File: config.mk
export PLATFORM = sky130hd
export DESIGN_NAME = mc_controller_flat
export DESIGN_NICKNAME = d
export VERILOG_FILES = /design/src/rtl/mc_controller_pkg.sv /design/src/rtl/mc_controller_if.sv /design/src/rtl/mc_condunit.sv /design/src/rtl/mc_controller.sv /design/src/flat_wrapper.sv
export SDC_FILE = /design/constraint.sdc
export NUM_CORES = 1
export LEC_CHECK = 0
export ABC_AREA = 1
export BUFFER_PORTS_ARGS = -buffer_cell sky130_fd_sc_hd__buf_4
export CORE_ASPECT_RATIO = 1.25
export CORE_MARGIN = 1.5
export CORE_UTILIZATION = 42
export DETAILED_ROUTE_END_ITERATION = 8
export GPL_TIMING_DRIVEN = 0
export PLACE_DENSITY = 0.81
export SLEW_MARGIN = 15
export SYNTH_ARGS = -nofsm -noshare
export SYNTH_HDL_FRONTEND = slang
export SYNTH_SLANG_ARGS = --single-unit
File: constraint.sdc
create_clock -name clk -period 1.4 [get_ports clk]
set_input_delay 0.14 -clock clk [delete_from_list [all_inputs] [get_ports clk]]
set_output_delay 0.14 -clock clk [all_outputs]
set_load 0.005 [all_outputs]
File: src/rtl/mc_controller_pkg.sv
// rtl/mc_controller_pkg.sv - state, ALU, cmd and condition constants (MC_CTRL_MUL_EN adds EXECM)
package mc_controller_pkg;

   // FSM state encodings
   localparam logic [3:0] S_FETCH  = 4'd0;
   localparam logic [3:0] S_DECODE = 4'd1;
   localparam logic [3:0] S_MEMADR = 4'd2;
   localparam logic [3:0] S_MEMRD  = 4'd3;
   localparam logic [3:0] S_MEMWB  = 4'd4;
   localparam logic [3:0] S_MEMWR  = 4'd5;
   localparam logic [3:0] S_EXECR  = 4'd6;
   localparam logic [3:0] S_EXECI  = 4'd7;
   localparam logic [3:0] S_ALUWB  = 4'd8;
   localparam logic [3:0] S_BRANCH = 4'd9;
   localparam logic [3:0] S_LINK   = 4'd10;
`ifdef MC_CTRL_MUL_EN
   localparam logic [3:0] S_EXECM  = 4'd11;
`endif

   // Instruction class in Instr[27:26]
   localparam logic [1:0] OP_DP    = 2'b00;
   localparam logic [1:0] OP_MEM   = 2'b01;
   localparam logic [1:0] OP_BR    = 2'b10;

   // Data-processing cmd field Instr[24:21]
   localparam logic [3:0] CMD_AND  = 4'b0000;
   localparam logic [3:0] CMD_EOR  = 4'b0001;
   localparam logic [3:0] CMD_SUB  = 4'b0010;
   localparam logic [3:0] CMD_ADD  = 4'b0100;
   localparam logic [3:0] CMD_CMP  = 4'b1010;
   localparam logic [3:0] CMD_ORR  = 4'b1100;

   // Condition codes Instr[31:28]; 1111 never executes
   localparam logic [3:0] COND_EQ  = 4'd0;
   localparam logic [3:0] COND_NE  = 4'd1;
   localparam logic [3:0] COND_CS  = 4'd2;
   localparam logic [3:0] COND_CC  = 4'd3;
   localparam logic [3:0] COND_MI  = 4'd4;
   localparam logic [3:0] COND_PL  = 4'd5;
   localparam logic [3:0] COND_VS  = 4'd6;
   localparam logic [3:0] COND_VC  = 4'd7;
   localparam logic [3:0] COND_HI  = 4'd8;
   localparam logic [3:0] COND_LS  = 4'd9;
   localparam logic [3:0] COND_GE  = 4'd10;
   localparam logic [3:0] COND_LT  = 4'd11;
   localparam logic [3:0] COND_GT  = 4'd12;
   localparam logic [3:0] COND_LE  = 4'd13;
   localparam logic [3:0] COND_AL  = 4'd14;

   typedef enum logic [2:0] {
      ALU_ADD = 3'b000,
      ALU_SUB = 3'b001,
      ALU_AND = 3'b010,
      ALU_ORR = 3'b011,
      ALU_EOR = 3'b100,
      ALU_MUL = 3'b101
   } alu_op_e;

   typedef struct packed {
      alu_op_e alu_op;
      logic    writes_rd;
      logic    arith;
   } dp_decode_t;

   // Unknown cmds run as ADD but never write a register or touch C/V
   function automatic dp_decode_t decode_dp(input logic [3:0] cmd);
      dp_decode_t d;
      d.alu_op    = ALU_ADD;
      d.writes_rd = 1'b0;
      d.arith     = 1'b0;
      case (cmd)
         CMD_ADD: begin d.alu_op = ALU_ADD; d.writes_rd = 1'b1; d.arith = 1'b1; end
         CMD_SUB: begin d.alu_op = ALU_SUB; d.writes_rd = 1'b1; d.arith = 1'b1; end
         CMD_AND: begin d.alu_op = ALU_AND; d.writes_rd = 1'b1; end
         CMD_ORR: begin d.alu_op = ALU_ORR; d.writes_rd = 1'b1; end
         CMD_EOR: begin d.alu_op = ALU_EOR; d.writes_rd = 1'b1; end
         CMD_CMP: begin d.alu_op = ALU_SUB; d.arith = 1'b1; end
         default: d.alu_op = ALU_ADD;
      endcase
      return d;
   endfunction

endpackage

File: src/rtl/mc_controller_if.sv
// rtl/mc_controller_if.sv - controller/datapath signal bundle
interface mc_controller_if #(
   parameter int ALUCTL_W = 3,
   parameter int STATE_W  = 4
);
   logic [31:0]         Instr;
   logic [3:0]          ALUFlags;
   logic                PCWrite;
   logic                MemWrite;
   logic                RegWrite;
   logic                IRWrite;
   logic                AdrSrc;
   logic                ALUSrcA;
   logic [1:0]          RegSrc;
   logic [1:0]          ALUSrcB;
   logic [1:0]          ResultSrc;
   logic [1:0]          ImmSrc;
   logic [ALUCTL_W-1:0] ALUControl;
   logic                LinkWrite;
   logic [STATE_W-1:0]  State;

   modport master (
      input  Instr, ALUFlags,
      output PCWrite, MemWrite, RegWrite, IRWrite, AdrSrc, ALUSrcA,
      output RegSrc, ALUSrcB, ResultSrc, ImmSrc, ALUControl, LinkWrite, State
   );

   modport slave (
      output Instr, ALUFlags,
      input  PCWrite, MemWrite, RegWrite, IRWrite, AdrSrc, ALUSrcA,
      input  RegSrc, ALUSrcB, ResultSrc, ImmSrc, ALUControl, LinkWrite, State
   );
endinterface

File: src/rtl/mc_condunit.sv
// rtl/mc_condunit.sv - NZCV flag register and per-instruction condition latch
module mc_condunit
   import mc_controller_pkg::*;
(
   input  logic       clk,
   input  logic       reset,
   input  logic       cond_eval,
   input  logic [3:0] cond,
   input  logic       flag_wen,
   input  logic       flag_cv_wen,
   input  logic [3:0] alu_flags,
   output logic       cond_ex
);
   logic [3:0] flags_q, flags_d;
   logic       cond_ex_q, cond_ex_d;
   logic       cond_pass;
   logic       n, z, c, v;

   assign {n, z, c, v} = flags_q;
   assign cond_ex      = cond_ex_q;

   // Evaluate the condition field against the current flags
   always_comb begin
      cond_pass = 1'b0;
      case (cond)
         COND_EQ: cond_pass = z;
         COND_NE: cond_pass = ~z;
         COND_CS: cond_pass = c;
         COND_CC: cond_pass = ~c;
         COND_MI: cond_pass = n;
         COND_PL: cond_pass = ~n;
         COND_VS: cond_pass = v;
         COND_VC: cond_pass = ~v;
         COND_HI: cond_pass = c & ~z;
         COND_LS: cond_pass = ~c | z;
         COND_GE: cond_pass = (n == v);
         COND_LT: cond_pass = (n != v);
         COND_GT: cond_pass = ~z & (n == v);
         COND_LE: cond_pass = z | (n != v);
         COND_AL: cond_pass = 1'b1;
         default: cond_pass = 1'b0;
      endcase
   end

   // Next flags: N/Z on any enabled update, C/V only for arithmetic ops
   always_comb begin
      flags_d   = flags_q;
      cond_ex_d = cond_ex_q;
      if (flag_wen) begin
         flags_d[3:2] = alu_flags[3:2];
      end
      if (flag_cv_wen) begin
         flags_d[1:0] = alu_flags[1:0];
      end
      if (cond_eval) begin
         cond_ex_d = cond_pass;
      end
   end

   // Flag and CondEx registers
   always_ff @(posedge clk) begin
      if (reset) begin
         flags_q   <= 4'b0000;
         cond_ex_q <= 1'b0;
      end else begin
         flags_q   <= flags_d;
         cond_ex_q <= cond_ex_d;
      end
   end
endmodule

File: src/rtl/mc_controller.sv
// rtl/mc_controller.sv - multicycle controller FSM and decode (MC_CTRL_MUL_EN enables MUL via EXECM)
module mc_controller
   import mc_controller_pkg::*;
#(
   parameter int ALUCTL_W = 3,
   parameter int STATE_W  = 4
) (
   input  logic            clk,
   input  logic            reset,
   mc_controller_if.master bus
);
   logic [3:0]  state_q, state_d;
   logic [31:0] instr;
   logic [1:0]  op;
   logic [3:0]  cmd;
   logic        i_bit, s_bit, l_bit, bl_bit, rd_is_pc;
   logic        is_mul, dp_writes, in_exec, s_eff;
   logic        cond_ex, flag_wen, flag_cv_wen;
   logic        unused_instr;
   dp_decode_t  dp;
   alu_op_e     exec_op, alu_op;
   logic        pc_write, mem_write, reg_write, ir_write, link_write;
   logic        adr_src, alu_src_a;
   logic [1:0]  alu_src_b, result_src;

   assign instr    = bus.Instr;
   assign op       = instr[27:26];
   assign i_bit    = instr[25];
   assign cmd      = instr[24:21];
   assign bl_bit   = instr[24];
   assign s_bit    = instr[20];
   assign l_bit    = instr[20];
   assign rd_is_pc = (instr[15:12] == 4'hF);

`ifdef MC_CTRL_MUL_EN
   assign is_mul       = (op == OP_DP) && !i_bit && (cmd == CMD_AND) && (instr[7:4] == 4'b1001);
   assign in_exec      = (state_q == S_EXECR) || (state_q == S_EXECI) || (state_q == S_EXECM);
   assign unused_instr = ^{instr[19:16], instr[11:8], instr[3:0]};
`else
   assign is_mul       = 1'b0;
   assign in_exec      = (state_q == S_EXECR) || (state_q == S_EXECI);
   assign unused_instr = ^{instr[19:16], instr[11:8], instr[7:4], instr[3:0]};
`endif

   assign dp        = decode_dp(cmd);
   assign exec_op   = is_mul ? ALU_MUL : dp.alu_op;
   assign dp_writes = dp.writes_rd | is_mul;
   // CMP always sets flags regardless of the S bit
   assign s_eff       = s_bit | (cmd == CMD_CMP);
   assign flag_wen    = in_exec & cond_ex & s_eff;
   assign flag_cv_wen = flag_wen & dp.arith & ~is_mul;

   mc_condunit u_cond (
      .clk         (clk),
      .reset       (reset),
      .cond_eval   (state_q == S_DECODE),
      .cond        (instr[31:28]),
      .flag_wen    (flag_wen),
      .flag_cv_wen (flag_cv_wen),
      .alu_flags   (bus.ALUFlags),
      .cond_ex     (cond_ex)
   );

   // Next state: follow the instruction class through its path back to FETCH
   always_comb begin
      state_d = S_FETCH;
      case (state_q)
         S_FETCH:  state_d = S_DECODE;
         S_DECODE: begin
            case (op)
               OP_DP: begin
                  state_d = i_bit ? S_EXECI : S_EXECR;
`ifdef MC_CTRL_MUL_EN
                  if (is_mul) state_d = S_EXECM;
`endif
               end
               OP_MEM:  state_d = S_MEMADR;
               OP_BR:   state_d = S_BRANCH;
               default: state_d = S_FETCH;
            endcase
         end
         S_MEMADR: state_d = l_bit ? S_MEMRD : S_MEMWR;
         S_MEMRD:  state_d = S_MEMWB;
         S_MEMWB:  state_d = S_FETCH;
         S_MEMWR:  state_d = S_FETCH;
         S_EXECR:  state_d = S_ALUWB;
         S_EXECI:  state_d = S_ALUWB;
`ifdef MC_CTRL_MUL_EN
         S_EXECM:  state_d = S_ALUWB;
`endif
         S_ALUWB:  state_d = S_FETCH;
         S_BRANCH: state_d = bl_bit ? S_LINK : S_FETCH;
         S_LINK:   state_d = S_FETCH;
         default:  state_d = S_FETCH;
      endcase
   end

   // Per-state datapath controls; writes after DECODE are gated by CondEx
   always_comb begin
      pc_write   = 1'b0;
      mem_write  = 1'b0;
      reg_write  = 1'b0;
      ir_write   = 1'b0;
      link_write = 1'b0;
      adr_src    = 1'b0;
      alu_src_a  = 1'b0;
      alu_src_b  = 2'b00;
      result_src = 2'b00;
      alu_op     = ALU_ADD;
      case (state_q)
         S_FETCH: begin
            ir_write   = 1'b1;
            pc_write   = 1'b1;
            alu_src_a  = 1'b1;
            alu_src_b  = 2'b10;
            result_src = 2'b10;
         end
         S_DECODE: begin
            alu_src_a  = 1'b1;
            alu_src_b  = 2'b10;
            result_src = 2'b10;
         end
         S_MEMADR: alu_src_b = 2'b01;
         S_MEMRD:  adr_src   = 1'b1;
         S_MEMWB: begin
            result_src = 2'b01;
            reg_write  = cond_ex & ~rd_is_pc;
            pc_write   = cond_ex & rd_is_pc;
         end
         S_MEMWR: begin
            adr_src   = 1'b1;
            mem_write = cond_ex;
         end
         S_EXECR: alu_op = exec_op;
         S_EXECI: begin
            alu_src_b = 2'b01;
            alu_op    = exec_op;
         end
`ifdef MC_CTRL_MUL_EN
         S_EXECM: alu_op = exec_op;
`endif
         S_ALUWB: begin
            reg_write = cond_ex & dp_writes & ~rd_is_pc;
            pc_write  = cond_ex & dp_writes & rd_is_pc;
         end
         S_BRANCH: begin
            alu_src_b  = 2'b01;
            result_src = 2'b10;
            pc_write   = cond_ex;
         end
         S_LINK: begin
            // 11 selects the return address the datapath captured before BRANCH
            result_src = 2'b11;
            link_write = 1'b1;
            reg_write  = cond_ex;
         end
         default: alu_op = ALU_ADD;
      endcase
   end

   // State register
   always_ff @(posedge clk) begin
      if (reset) begin
         state_q <= S_FETCH;
      end else begin
         state_q <= state_d;
      end
   end

   // Strobes are forced low while reset is held so an aborted instruction writes nothing
   assign bus.PCWrite    = pc_write & ~reset;
   assign bus.MemWrite   = mem_write & ~reset;
   assign bus.RegWrite   = reg_write & ~reset;
   assign bus.IRWrite    = ir_write & ~reset;
   assign bus.LinkWrite  = link_write & ~reset;
   assign bus.AdrSrc     = adr_src;
   assign bus.ALUSrcA    = alu_src_a;
   assign bus.ALUSrcB    = alu_src_b;
   assign bus.ResultSrc  = result_src;
   assign bus.RegSrc     = {op == OP_MEM, op == OP_BR};
   assign bus.ImmSrc     = op;
   assign bus.ALUControl = ALUCTL_W'(alu_op);
   assign bus.State      = STATE_W'(state_q);
endmodule

File: src/flat_wrapper.sv
// flat-port wrapper written by rule: the top's interface ports become plain ports
module mc_controller_flat import mc_controller_pkg::*;
#(
   parameter int ALUCTL_W = 3,
   parameter int STATE_W  = 4
)
  (clk, reset, bus_Instr, bus_ALUFlags, bus_PCWrite, bus_MemWrite, bus_RegWrite, bus_IRWrite, bus_AdrSrc, bus_ALUSrcA, bus_RegSrc, bus_ALUSrcB, bus_ResultSrc, bus_ImmSrc, bus_ALUControl, bus_LinkWrite, bus_State);
  mc_controller_if #(.ALUCTL_W(ALUCTL_W), .STATE_W(STATE_W)) bus_i ();
  input  logic clk;
  input  logic reset;
  input wire logic [$bits(bus_i.Instr)-1:0] bus_Instr;
  input wire logic [$bits(bus_i.ALUFlags)-1:0] bus_ALUFlags;
  output wire logic [$bits(bus_i.PCWrite)-1:0] bus_PCWrite;
  output wire logic [$bits(bus_i.MemWrite)-1:0] bus_MemWrite;
  output wire logic [$bits(bus_i.RegWrite)-1:0] bus_RegWrite;
  output wire logic [$bits(bus_i.IRWrite)-1:0] bus_IRWrite;
  output wire logic [$bits(bus_i.AdrSrc)-1:0] bus_AdrSrc;
  output wire logic [$bits(bus_i.ALUSrcA)-1:0] bus_ALUSrcA;
  output wire logic [$bits(bus_i.RegSrc)-1:0] bus_RegSrc;
  output wire logic [$bits(bus_i.ALUSrcB)-1:0] bus_ALUSrcB;
  output wire logic [$bits(bus_i.ResultSrc)-1:0] bus_ResultSrc;
  output wire logic [$bits(bus_i.ImmSrc)-1:0] bus_ImmSrc;
  output wire logic [$bits(bus_i.ALUControl)-1:0] bus_ALUControl;
  output wire logic [$bits(bus_i.LinkWrite)-1:0] bus_LinkWrite;
  output wire logic [$bits(bus_i.State)-1:0] bus_State;
  assign bus_i.Instr = bus_Instr;
  assign bus_i.ALUFlags = bus_ALUFlags;
  assign bus_PCWrite = bus_i.PCWrite;
  assign bus_MemWrite = bus_i.MemWrite;
  assign bus_RegWrite = bus_i.RegWrite;
  assign bus_IRWrite = bus_i.IRWrite;
  assign bus_AdrSrc = bus_i.AdrSrc;
  assign bus_ALUSrcA = bus_i.ALUSrcA;
  assign bus_RegSrc = bus_i.RegSrc;
  assign bus_ALUSrcB = bus_i.ALUSrcB;
  assign bus_ResultSrc = bus_i.ResultSrc;
  assign bus_ImmSrc = bus_i.ImmSrc;
  assign bus_ALUControl = bus_i.ALUControl;
  assign bus_LinkWrite = bus_i.LinkWrite;
  assign bus_State = bus_i.State;
  mc_controller #(.ALUCTL_W(ALUCTL_W), .STATE_W(STATE_W)) u_core (.clk(clk), .reset(reset), .bus(bus_i));
endmodule
# After elaboration in Yosys (flattened, before gate mapping)
# Cells that the tools add are included.
# classes
n_mux	19
n_reduce_logical	13
bitwise	24
eq_ne	34
# ops
op	n
4-bit == test, second input constant	13
4-bit by 3-bit == test with 1-bit output, second input constant	9
4-bit one-hot mux with 6 select lines	1
4-bit by 2-bit == test with 1-bit output, second input constant	5
1-bit AND	15
1-bit one-hot mux with 15 select lines	1
4-bit by 1-bit == test with 1-bit output, second input constant	3
4-bit zero test	3
3-bit one-hot mux with 4 select lines	1
4-bit one-hot mux with 3 select lines	1
3-bit OR reduction	3
1-bit two-way mux	8
2-bit OR reduction	4
3-bit two-way mux	2
1-bit inverter	6
2-bit one-hot mux with 3 select lines	1
5-bit OR reduction	1
4-bit two-way mux	1
1-bit one-hot mux with 4 select lines	1
2-bit one-hot mux with 2 select lines	1
1-bit OR	3
1-bit one-hot mux with 3 select lines	1
2-bit by 1-bit == test with 1-bit output, second input constant	1
2-bit == test, second input constant	1
other kinds (4)	4
# totals
regBits	9
elab_cells	94
out_inout_bits	22

# Longest topological paths before layout
# Gate-level depths: netlist of the first run.
# depth
depth_word	7
mapped_depth	10
depth_no_buf	10

# Hierarchy
# From an unflattened synthesis of the first run, not the netlist that was laid out.
# unflattened
hier_cells	173
hier_area_um2	920.9
# modules_own_cells
module	n_inst	area_each_um2	seq_area_each_um2	cells_each
mc_controller	1	539.3	80.1	103
mc_condunit	1	381.6	100.1	70

# Worst setup path after synthesis of the first run
# Ideal clock, no wire load.
# synth_path
path_type	register to output
from	reg u_core.state_q[2] (netlist: u_core.bus.State[2])
to	out bus_RegWrite
path_slack_ns	0.219
arrival_ns	1.041
path_buffers	0
stages_incl_launch_ff	9
cell_sequence	dfxtp_1 > inv_1 > nor2_1 > nand2_1 > o21ai_2 > nand3_1 > nor2_1 > nor2_1 > nor2_1
# synth_via
elab_chain_len	3
word_cells_on_any_way	5
# synth_lines
item	line	text
from (decl)	mc_controller.sv:12	logic [3:0] state_q, state_d;
from (signal assigned)	mc_controller.sv:166	state_q <= state_d;
4-bit == test or 4-bit by 3-bit == test with 1-bit output (tied branches)	mc_controller.sv:110	case (state_q)
1-bit one-hot mux with 3 select lines (*)	mc_controller.sv:110	
1-bit AND (*)	mc_controller.sv:173	assign bus.RegWrite = reg_write & ~reset;
to (decl)	flat_wrapper.sv:15	output wire logic [$bits(bus_i.RegWrite)-1:0] bus_RegWrite;
# Mark *: on every way between the ends. The rest lies on a longest branch, timed or not.

# Worst setup path in the final report of the first run
# layout_path
from	reg u_core.state_q[0] (netlist: u_core.bus.State[0])
to	out bus_RegWrite
# Same word-level chain as after synthesis.

==> results.ini, run 1 <==
[timing]
hold_violations=0
fin_crit_ns=1.59
worstMarginPinSlew_ns=0.293
clock.fmax_mhz=628
worst_slack_ns=-0.193
slew_headroom=0.805
post-route-period-util=1.14
fin_skew_ns=0.00642
drv_slew=0
setup_violations=16
whs_ns=0.105
rsz0062_at_grt=true

[die]
dieHeight_um=55.5
start_util=0.456
die_area_um2=2490
coreArea_um2=2030
die_w_um=45.0
num_rows=18
num_io_pins=60

[routing]
route.detailed.drc=0
antenna_left=0
wire_per_inst_um=12.9
drtIter0Drc=63
vias=1371
first_pass_iters=4
via_per_inst=5.33
wl_um=3320

[critical_path]
r2r_setup_slack_ns=-0.03
r2r_end=u_core.bus.State[0]
start_kind=flip-flop
cp_max_fo=5
critPathCaptureType=primary output
r2r_start=u_core.bus.State[3]
crit_arrival_ns=1.45
worstRegToRegCells=9
critPathKind=reg2out
required_ns=1.26

[clocking]
clk_path_buf_depth=2
cts_tree=done
clk_pin_slew_ns=0.06
clk_latency_ns=0.27
cts_made_buffers=3
cts_num_sinks=9
root_buffer=clkbuf_4
htreeDepth=1
hold_buffers=0

[cells_and_area]
nets=276
instances_no_fill=257
antenna_cells=0
syn2layout_area_growth_pct=63.7
post-route-util=0.747
final_cell_area_um2=1510
drive_gt1_frac=0.435
nFillCells=145

[global_routing]
overflow=0
grt_max_degree=10
grt_pass1_vias=1338
grt_first_pass_wirelength_um=5330
track_usage=0.269
antenna_found_initial=0

[synth]
netlist_area_um2=925
synth-edff-count=0
ys_dominant_reg_cell=dfxtp_1
synth_nets=213
syn_inst=175
seq_area_frac_synth=0.195
synth_area_leaders=dfxtp_1 19%, nand2_1 17%, nor2_1 15%
synthDistinctLibCells=22
synthArstFlopShare=0
post_synth_most_frequent_cells=42 x nand2_1, 36 x nor2_1, 27 x inv_1, 20 x nand3_1, 9 x dfxtp_1
synth_area_leader_cell=dfxtp_1
yosysMostFrequentCell=nand2_1
synth_top_area_share=0.195
avgSynthCellArea_um2=5.28
synth.ff_latch_count=9
yosysWarnings=0

[worst_hold_path]
hold_depth=2
worstHoldEndpoint=u_core.bus.State[2]
min_path_type=in2reg
hp-start=reset

[power]
vdd_ir_drop_max_mv=0.451
leakagePower_nw=0.784
powerDensity_nw_per_um2=657

[placed_design]
place_inst=237
gp_congestion=0.814
port_buffers=42
hpwl_um=2150
dp_slack_ns=0.0190
place_area_um2=1260

[job]
maxCapViolations=0

[status]
status=complete, but fails checks
failed_checks=setup timing

[layer usage]
metal,GRT usage,vias up,share of wire
met3,0.0458,5,0.062
met1,0.269,621,0.36
met5,0,-,0
met4,0.0714,0,0.0093
met2,0.524,71,0.57
li1,-,674,-
[layout by cell type, fill, tap and decap left out]
cell type / instances
buf_4: 58
clkbuf_4: 3
inv_1: 22
nand3_1: 20
inv_2: 8
buf_6: 2
dfxtp_4: 4
inv_4: 1
nand2_2: 3
nand3_4: 1
a311o_1: 1
a21oi_1: 6
nor2_4: 5
o21ai_2: 2
o31ai_4: 1
buf_2: 1
clkinv_2: 1
nand4_1: 2
a21oi_2: 1
nor2_2: 10
nor2_1: 26
nor3_2: 2
o21ai_0: 3
dfxtp_1: 5
nand2_1: 41
o21ai_1: 4
nor3_1: 3
o211ai_1: 1
[worst max-delay path: stages, from the launching register on]
cell and delay [ns]:
dfxtp_4 0.38, nor2_4 0.14, inv_2 0.07, nor2_1 0.10, nand3_1 0.08, nor2_2 0.11
nor2_1 0.05, nor2_1 0.08, nor2_1 0.04, buf_4 0.13
[sequential cells by signal, summed over array words and instances (netlist names)]
signal / cells
u_core.u_cond.cond_ex: 1
u_core.u_cond.flags_q: 4
u_core.bus.State: 4
[where the power goes]
part / switching (mW) / leakage, nW / internal, mW
clock network: 0.103 / 0.0177 / 0.106
logic: 0.253 / 0.691 / 0.229
registers: 0.0313 / 0.0759 / 0.272
total: 0.387 / 0.784 / 0.607
[stage by stage]
| stage | total power [mW] | TNS, ns |
|---|---|---|
| floorplan | 0.487 | 0 |
| global placement | 0.647 | 0 |
| detailed placement | 0.652 | 0 |
| CTS | 0.941 | -0.673 |
| global route | 1.06 | -3.02 |
| finish | 0.995 | -1.36 |
[cells by family (layout without fill, tap and decap cells)]
| group | after synthesis | in the layout | share of synthesized area |
|---|---|---|---|
| buf+inv | 34 | 96 | 0.147 |
| simple gates | 113 | 113 | 0.540 |
| compound gates | 19 | 19 | 0.118 |
| flops | 9 | 9 | 0.195 |
[layout make-up]
cell class / count / area [um^2] / share of cell area
clock buffers: 3 / 22.5 / 0.0149
inverters: 31 / 119 / 0.0785
clock inverters: 1 / 5.00 / 0.00331
plain buffers: 3 / 20.0 / 0.0132
multi-input cells: 132 / 684 / 0.452
flip-flops and latches: 9 / 195 / 0.129
repair buffers: 58 / 443 / 0.293
well taps: 20 / 25.0 / 0.0165
[repair_timing]
item,in CTS,in global routing
buffers inserted,15,4
pin swaps,13,5
gates resized for setup,24,12
gates cloned,0,0
endpoints found under the setup margin,12,16
hold endpoints to repair,0,0
[worst max-delay path by stage]
| stage | startpoint | slack (ns) | endpoint | depth (start not counted) |
|---|---|---|---|---|
| floorplan | u_core.bus.State[2] | 0.22 | bus_RegWrite | 8 |
| global placement | u_core.bus.State[1] | 0.01 | bus_RegWrite | 9 |
| detailed placement | u_core.bus.State[1] | 0.02 | bus_RegWrite | 9 |
| CTS | u_core.bus.State[0] | -0.15 | bus_RegWrite | 9 |
| global route | u_core.bus.State[1] | -0.31 | bus_RegWrite | 9 |
| finish | u_core.bus.State[0] | -0.19 | bus_RegWrite | 9 |
Note: power is estimated with default switching activity, not from simulation.
==> run 2: changes to the inputs <==
--- a/config.mk
+++ b/config.mk
@@ -9,11 +9,12 @@
 export BUFFER_PORTS_ARGS = -buffer_cell sky130_fd_sc_hd__buf_4
 export CORE_ASPECT_RATIO = 1.25
 export CORE_MARGIN = 1.5
-export CORE_UTILIZATION = 42
+export CORE_UTILIZATION = 45
 export DETAILED_ROUTE_END_ITERATION = 8
 export GPL_TIMING_DRIVEN = 0
-export PLACE_DENSITY = 0.81
+export PLACE_DENSITY = 0.86
 export SLEW_MARGIN = 15
 export SYNTH_ARGS = -nofsm -noshare
 export SYNTH_HDL_FRONTEND = slang
 export SYNTH_SLANG_ARGS = --single-unit
+export TNS_END_PERCENT = 20
==> constraint.sdc (replaced) <==
create_clock -name clk -period 2 [get_ports clk]
set_input_delay 0.2 -clock clk [delete_from_list [all_inputs] [get_ports clk]]
set_output_delay 0.2 -clock clk [all_outputs]
set_load 0.005 [all_outputs]
==> results.ini, run 2 (synthesis results as in run 1) <==
[critical_path]
critPathCaptureType=primary output  ; unchanged
start_kind=flip-flop  ; unchanged
required_ns=1.80  ; was 1.26 ns
critPathKind=reg2out  ; unchanged
cp-startpoint=u_core.bus.State[1]  ; was u_core.bus.State[0]
worstRegToRegCells=7  ; was 9
crit_end=bus_PCWrite  ; was bus_RegWrite
r2r_setup_slack_ns=0.67  ; was -0.03 ns
r2r_end=u_core.u_cond.flags_q[1]  ; was u_core.bus.State[0]
r2r_start=u_core.bus.State[1]  ; was u_core.bus.State[3]
cp_max_fo=8  ; was 5
crit_arrival_ns=1.57  ; was 1.45 ns

[timing]
post-route-period-util=0.883
drv_slew=0  ; unchanged
hold_violations=0  ; unchanged
setup_violations=0  ; was 16
slew_headroom=0.801  ; was 0.805
tns_ns=0  ; was -1.36 ns
rsz0062_at_grt=false  ; was true
worstMarginPinSlew_ns=0.298  ; was 0.293 ns
fin_crit_ns=1.77
clock.fmax_mhz=566
fin_skew_ns=0.00125  ; was 0.00642 ns

[global_routing]
grt_max_degree=10  ; unchanged
antenna_found_initial=0  ; unchanged
grt_first_pass_wirelength_um=4200  ; was 5330 um
overflow=0  ; unchanged
grt_pass1_vias=1126  ; was 1,338
track_usage=0.231  ; was 0.269

[die]
die_w_um=43.5  ; was 45.0 um
num_io_pins=60  ; unchanged
start_util=0.472  ; was 0.456
dieHeight_um=53.7  ; was 55.5 um
num_rows=18  ; unchanged
die_area_um2=2340  ; was 2490 um^2
coreArea_um2=1960  ; was 2030 um^2

[placed_design]
hpwl_um=2190  ; was 2150 um
port_buffers=42  ; unchanged
gp_congestion=0.891  ; was 0.814
place_inst=237  ; unchanged

[clocking]
clk_pin_slew_ns=0.06  ; about the same
clk_path_buf_depth=2  ; unchanged
cts_setup_buffers=0  ; was 15
cts_tree=done  ; unchanged
hold_buffers=0  ; unchanged
root_buffer=clkbuf_4  ; unchanged
clk_latency_ns=0.25  ; was 0.27 ns
cts_made_buffers=3  ; unchanged
htreeDepth=1  ; unchanged
ctsResizeCount=0  ; was 24
cts_num_sinks=9  ; unchanged

[routing]
via_per_inst=5.07  ; was 5.33
wl_um=2620  ; was 3320 um
vias=1222  ; was 1,371
first_pass_iters=4  ; unchanged
drtIter0Drc=15  ; was 63
route.detailed.drc=0  ; unchanged
antenna_left=0  ; unchanged
wire_per_inst_um=10.9  ; was 12.9 um

[cells_and_area]
nets=260  ; was 276
syn2layout_area_growth_pct=39.6  ; was 63.7%
regArea_um2=180  ; was 195 um^2
drive_gt1_frac=0.281  ; was 0.435
multi_input_comb_area_um2=608  ; was 684 um^2
layout_commonest_cell=buf_4  ; unchanged
instances_no_fill=241  ; was 257
layout_common_cells=44 x buf_4, 42 x nand2_1, 36 x nor2_1  ; was 58 x buf_4, 41 x nand2_1, 26 x nor2_1
antenna_cells=0  ; unchanged
nFillCells=184  ; was 145

[worst_hold_path]
hold_depth=2  ; unchanged
min_path_type=in2reg  ; unchanged

[power]
total_power_mw=0.592  ; was 0.995 mW
leakagePower_nw=0.692  ; was 0.784 nW
powerDensity_nw_per_um2=458  ; was 657 nW/um^2
vdd_ir_drop_max_mv=0.263  ; was 0.451 mV

[status]
status=finished, final reports clean  ; was complete, but fails checks

[job]
maxCapViolations=0  ; unchanged

-- run 2: cell types whose count changed in the layout (fill, tap and decap cells not counted), sizes merged --
cell | previous run | this run
buf | 61 | 45
clkbuf | 3 | 4
clkinv | 1 | 0
-- run 2: worst min-delay path by stage --
stage	startpoint	to	slack, ns
6_report	reset	u_core.bus.State[2]	0.18
5_1_grt	reset	u_core.bus.State[2]	0.18
4_1_cts	reset	u_core.bus.State[2]	0.17
3_5_place_dp	reset	u_core.bus.State[2]	0.43
3_3_place_gp	reset	u_core.bus.State[2]	0.44
2_1_floorplan	reset	u_core.bus.State[2]	0.27
-- run 2: through the flow --
step                      hold slack, ns   util  setup WS, ns  area, um^2
after floorplan                    0.269      -         0.759         925
after CTS                          0.168  0.659         0.243        1290
after global routing               0.182  0.659         0.113        1290
final                              0.183  0.659         0.234        1290
after detailed placement           0.434  0.646         0.523        1260
after global placement             0.436  0.646         0.543        1260
-- run 2: metal layers --
metal  wire [um]  up-vias  GRT usage
met1        1060      531      0.242
met5           0        -          0
li1            -      639          -
met3         142        2    0.00671
met2        1390       50      0.466
met4          19        0      0.106
-- run 2: cell type report --
cell class	count	share of cell area
multi-input cells	132	0.471
inverters	31	0.0901
well taps	20	0.0194
repair buffers	42	0.244
clock buffers	4	0.0203
flip-flops and latches	9	0.140
plain buffers	3	0.0155
-- run 2: critical path, cell delays in order (launching register included) --
cell and delay [ns]:
dfxtp_1 0.39, nor2_1 0.18, inv_1 0.09, nor2_1 0.10, nand3_1 0.07, nor2_1 0.16
o21ai_1 0.08, nand2_1 0.05, nand2_1 0.06, buf_4 0.13
-- run 2: report_power, final --
group | switching [mW] | internal [mW]
clock | 0.0584 | 0.0766
sequential | 0.0170 | 0.190
combinational | 0.135 | 0.115
total | 0.211 | 0.381
==> run 3: changes to the inputs <==
--- a/config.mk
+++ b/config.mk
@@ -5,14 +5,13 @@
 export SDC_FILE = /design/constraint.sdc
 export NUM_CORES = 1
 export LEC_CHECK = 0
-export ABC_AREA = 1
 export BUFFER_PORTS_ARGS = -buffer_cell sky130_fd_sc_hd__buf_4
 export CORE_ASPECT_RATIO = 1.25
 export CORE_MARGIN = 1.5
 export CORE_UTILIZATION = 45
 export DETAILED_ROUTE_END_ITERATION = 8
 export GPL_TIMING_DRIVEN = 0
-export PLACE_DENSITY = 0.86
+export PLACE_DENSITY = 0.84
 export SLEW_MARGIN = 15
 export SYNTH_ARGS = -nofsm -noshare
 export SYNTH_HDL_FRONTEND = slang
==> results.ini, run 3 <==
[status]
status=complete, but fails checks  ; was finished, final reports clean
failed_checks=DRC

[synth]
netlist_area_um2=975  ; was 925 um^2
synth_top_area_share=0.185  ; was 0.195
ys_dominant_reg_cell=dfxtp_1  ; unchanged
yosysWarnings=0  ; unchanged
synth.ff_latch_count=9  ; unchanged
synth-compound-area-share=0.204  ; was 0.118
synthArstFlopShare=0  ; unchanged
synth_area_leader_cell=dfxtp_1  ; unchanged
avgSynthCellArea_um2=7.99  ; was 5.28 um^2
synth-edff-count=0  ; unchanged
synth_nets=160  ; was 213
synthDistinctLibCells=51  ; was 22
muxShareOfSynthArea=0.0834  ; was 0
synth_top_family_by_area=simple AND/OR/NAND/NOR gates  ; unchanged
seq_area_frac_synth=0.185  ; was 0.195
synthAdderAreaFrac=0  ; unchanged
post_synth_most_frequent_cells=12 x nor2_1, 9 x dfxtp_1, 9 x nor3_1, 7 x mux2i_1, 7 x nor2b_1  ; was 42 x nand2_1, 36 x nor2_1, 27 x inv_1, 20 x nand3_1, 9 x dfxtp_1
synth_area_leaders=dfxtp_1 18%, mux2i_1 7.2%, nor3_1 4.6%  ; was dfxtp_1 19%, nand2_1 17%, nor2_1 15%
yosysMostFrequentCell=nor2_1  ; was nand2_1
yosys.area_share.simple=0.371  ; was 0.540
syn_inst=122  ; was 175
synth-xor-area-share=0.0629  ; was 0

[timing]
setup_violations=0  ; unchanged
hold_violations=0  ; unchanged
whs_ns=0.169  ; was 0.183 ns
tns_ns=0  ; unchanged
fin_crit_ns=1.88  ; was 1.77 ns
clock.fmax_mhz=533  ; was 566 MHz
worstMarginPinSlew_ns=0.472  ; was 0.298 ns
rsz0062_at_grt=false  ; unchanged
post-route-period-util=0.938  ; was 0.883
drv_slew=0  ; unchanged
fin_skew_ns=0.00960  ; was 0.00125 ns
slew_headroom=0.685  ; was 0.801

[clocking]
clk_path_buf_depth=2  ; unchanged
cts_tree=done  ; unchanged
cts_num_sinks=9  ; unchanged
clk_latency_ns=0.27  ; was 0.25 ns
cts_setup_buffers=0  ; unchanged
hold_buffers=0  ; unchanged
clk_pin_slew_ns=0.07  ; was 0.06 ns
cts_made_buffers=3  ; unchanged
htreeDepth=1  ; unchanged
root_buffer=clkbuf_4  ; unchanged

[cells_and_area]
instances_no_fill=184  ; was 241
drive_gt1_frac=0.366  ; was 0.281
syn2layout_area_growth_pct=35.2  ; was 39.6%
regArea_um2=180  ; unchanged
nFillCells=179  ; was 184
nets=203  ; was 260
final_cell_area_um2=1320  ; was 1290 um^2
antenna_cells=0  ; unchanged
layout_commonest_cell=buf_4  ; unchanged
post-route-util=0.657  ; was 0.659
layout_common_cells=41 x buf_4, 12 x nor2_1, 9 x nor3_1, 9 x dfxtp_1, 7 x mux2i_1  ; was 44 x buf_4, 42 x nand2_1, 36 x nor2_1
multi_input_comb_area_um2=708  ; was 608 um^2

[routing]
first_pass_iters=6  ; was 4
drtIter0Drc=13  ; was 15
route.detailed.drc=6  ; was 0
wl_um=2550  ; was 2620 um
via_per_inst=5.92  ; was 5.07
antenna_left=0  ; unchanged
wire_per_inst_um=13.8  ; was 10.9 um
vias=1089  ; was 1,222

[worst_hold_path]
min_path_type=in2reg  ; unchanged

[global_routing]
grt_pass1_vias=976  ; was 1,126
track_usage=0.222  ; was 0.231
grt_max_degree=11  ; was 10
grt_first_pass_wirelength_um=4090  ; was 4200 um
overflow=0  ; unchanged
antenna_found_initial=0  ; unchanged

[die]
num_io_pins=60  ; unchanged
die_area_um2=2460  ; was 2340 um^2
dieHeight_um=55.0  ; was 53.7 um
die_w_um=44.6  ; was 43.5 um
num_rows=18  ; unchanged
start_util=0.486  ; was 0.472
coreArea_um2=2000  ; was 1960 um^2

[power]
vdd_ir_drop_max_mv=0.266  ; was 0.263 mV
leakagePower_nw=0.547  ; was 0.692 nW
powerDensity_nw_per_um2=423  ; was 458 nW/um^2

[critical_path]
cp_max_fo=7  ; was 8
critPathCaptureType=primary output  ; unchanged
crit_arrival_ns=1.68  ; was 1.57 ns
start_kind=flip-flop  ; unchanged
critPathKind=reg2out  ; unchanged
required_ns=1.80  ; about the same

[placed_design]
place_inst=180  ; was 237
port_buffers=38  ; was 42
hpwl_um=2000  ; was 2190 um
place_area_um2=1280  ; was 1260 um^2
gp_congestion=0.894  ; was 0.891

[job]
maxCapViolations=0  ; unchanged

## run 3: changes by cell type after synthesis, sizes merged, moves of 4 or more
cell    delta
buf        +5
clkbuf     +4
inv       -30
mux2i      +7
nand2     -40
nand3     -20
nor2      -29
nor2b      +7
nor3       +4
xnor2      +4
## run 3: logic make-up after synthesis
logic type,count (synthesis)
flip-flops,9
AO/OA/AOI/OAI,26
XOR/XNOR,7
buffers and inverters,13
multiplexers,8
AND/OR/NAND/NOR,59
## run 3: cell type report
class	instances	share of cell area
multi-input combinational	100	0.538
timing repair buffer	38	0.217
sequential	9	0.137
buffer	12	0.0665
tap	20	0.0190
clock buffer	3	0.0171
clock inverter	1	0.00380
inverter	1	0.00285
## run 3: routing by layer
metal  up-vias  part of all wire  global-route usage
met5         -                 0                   0
met4         0            0.0051              0.0808
li1        536                 -                   -
met1       517              0.39               0.241
met3         2             0.061              0.0227
met2        34              0.54               0.435
## run 3: worst max-delay path: stages (launching register included)
cell and delay, ns:
dfxtp_1 0.48, nor2b_2 0.26, a21oi_1 0.09, nor4b_2 0.28, a22o_1 0.19, buf_4 0.10
## run 3: power by group
group,switching (mW),internal [mW]
Combinational,0.0964,0.115
Sequential,0.0123,0.187
Clock,0.0721,0.0740
Total,0.181,0.376
## run 3: worst paths after layout
path | startpoint | to | slack, ns | depth (start not counted)
max | u_core.bus.State[3] | bus_RegWrite | 0.12 | 5
min | bus_ALUFlags[2] | u_core.u_cond.flags_q[2] | 0.17 | 3
max reg2reg | u_core.bus.State[2] | u_core.u_cond.flags_q[1] | 0.46 | 5
min reg2reg | u_core.u_cond.flags_q[1] | u_core.u_cond.flags_q[1] | 0.56 | 2
## run 3: metrics by stage
stage | setup WS (ns) | power (mW)
global placement | 0.312 | 0.407
floorplan | 0.516 | 0.320
CTS | 0.0724 | 0.562
finish | 0.123 | 0.557
global route | 0.0137 | 0.587
detailed placement | 0.296 | 0.414
## run 3: what timing repair did
| action | CTS | global route |
|---|---|---|
| setup endpoints to repair | 0 | 3 |
| endpoints found under the hold margin | 0 | 0 |
| gates resized for setup | 0 | 2 |
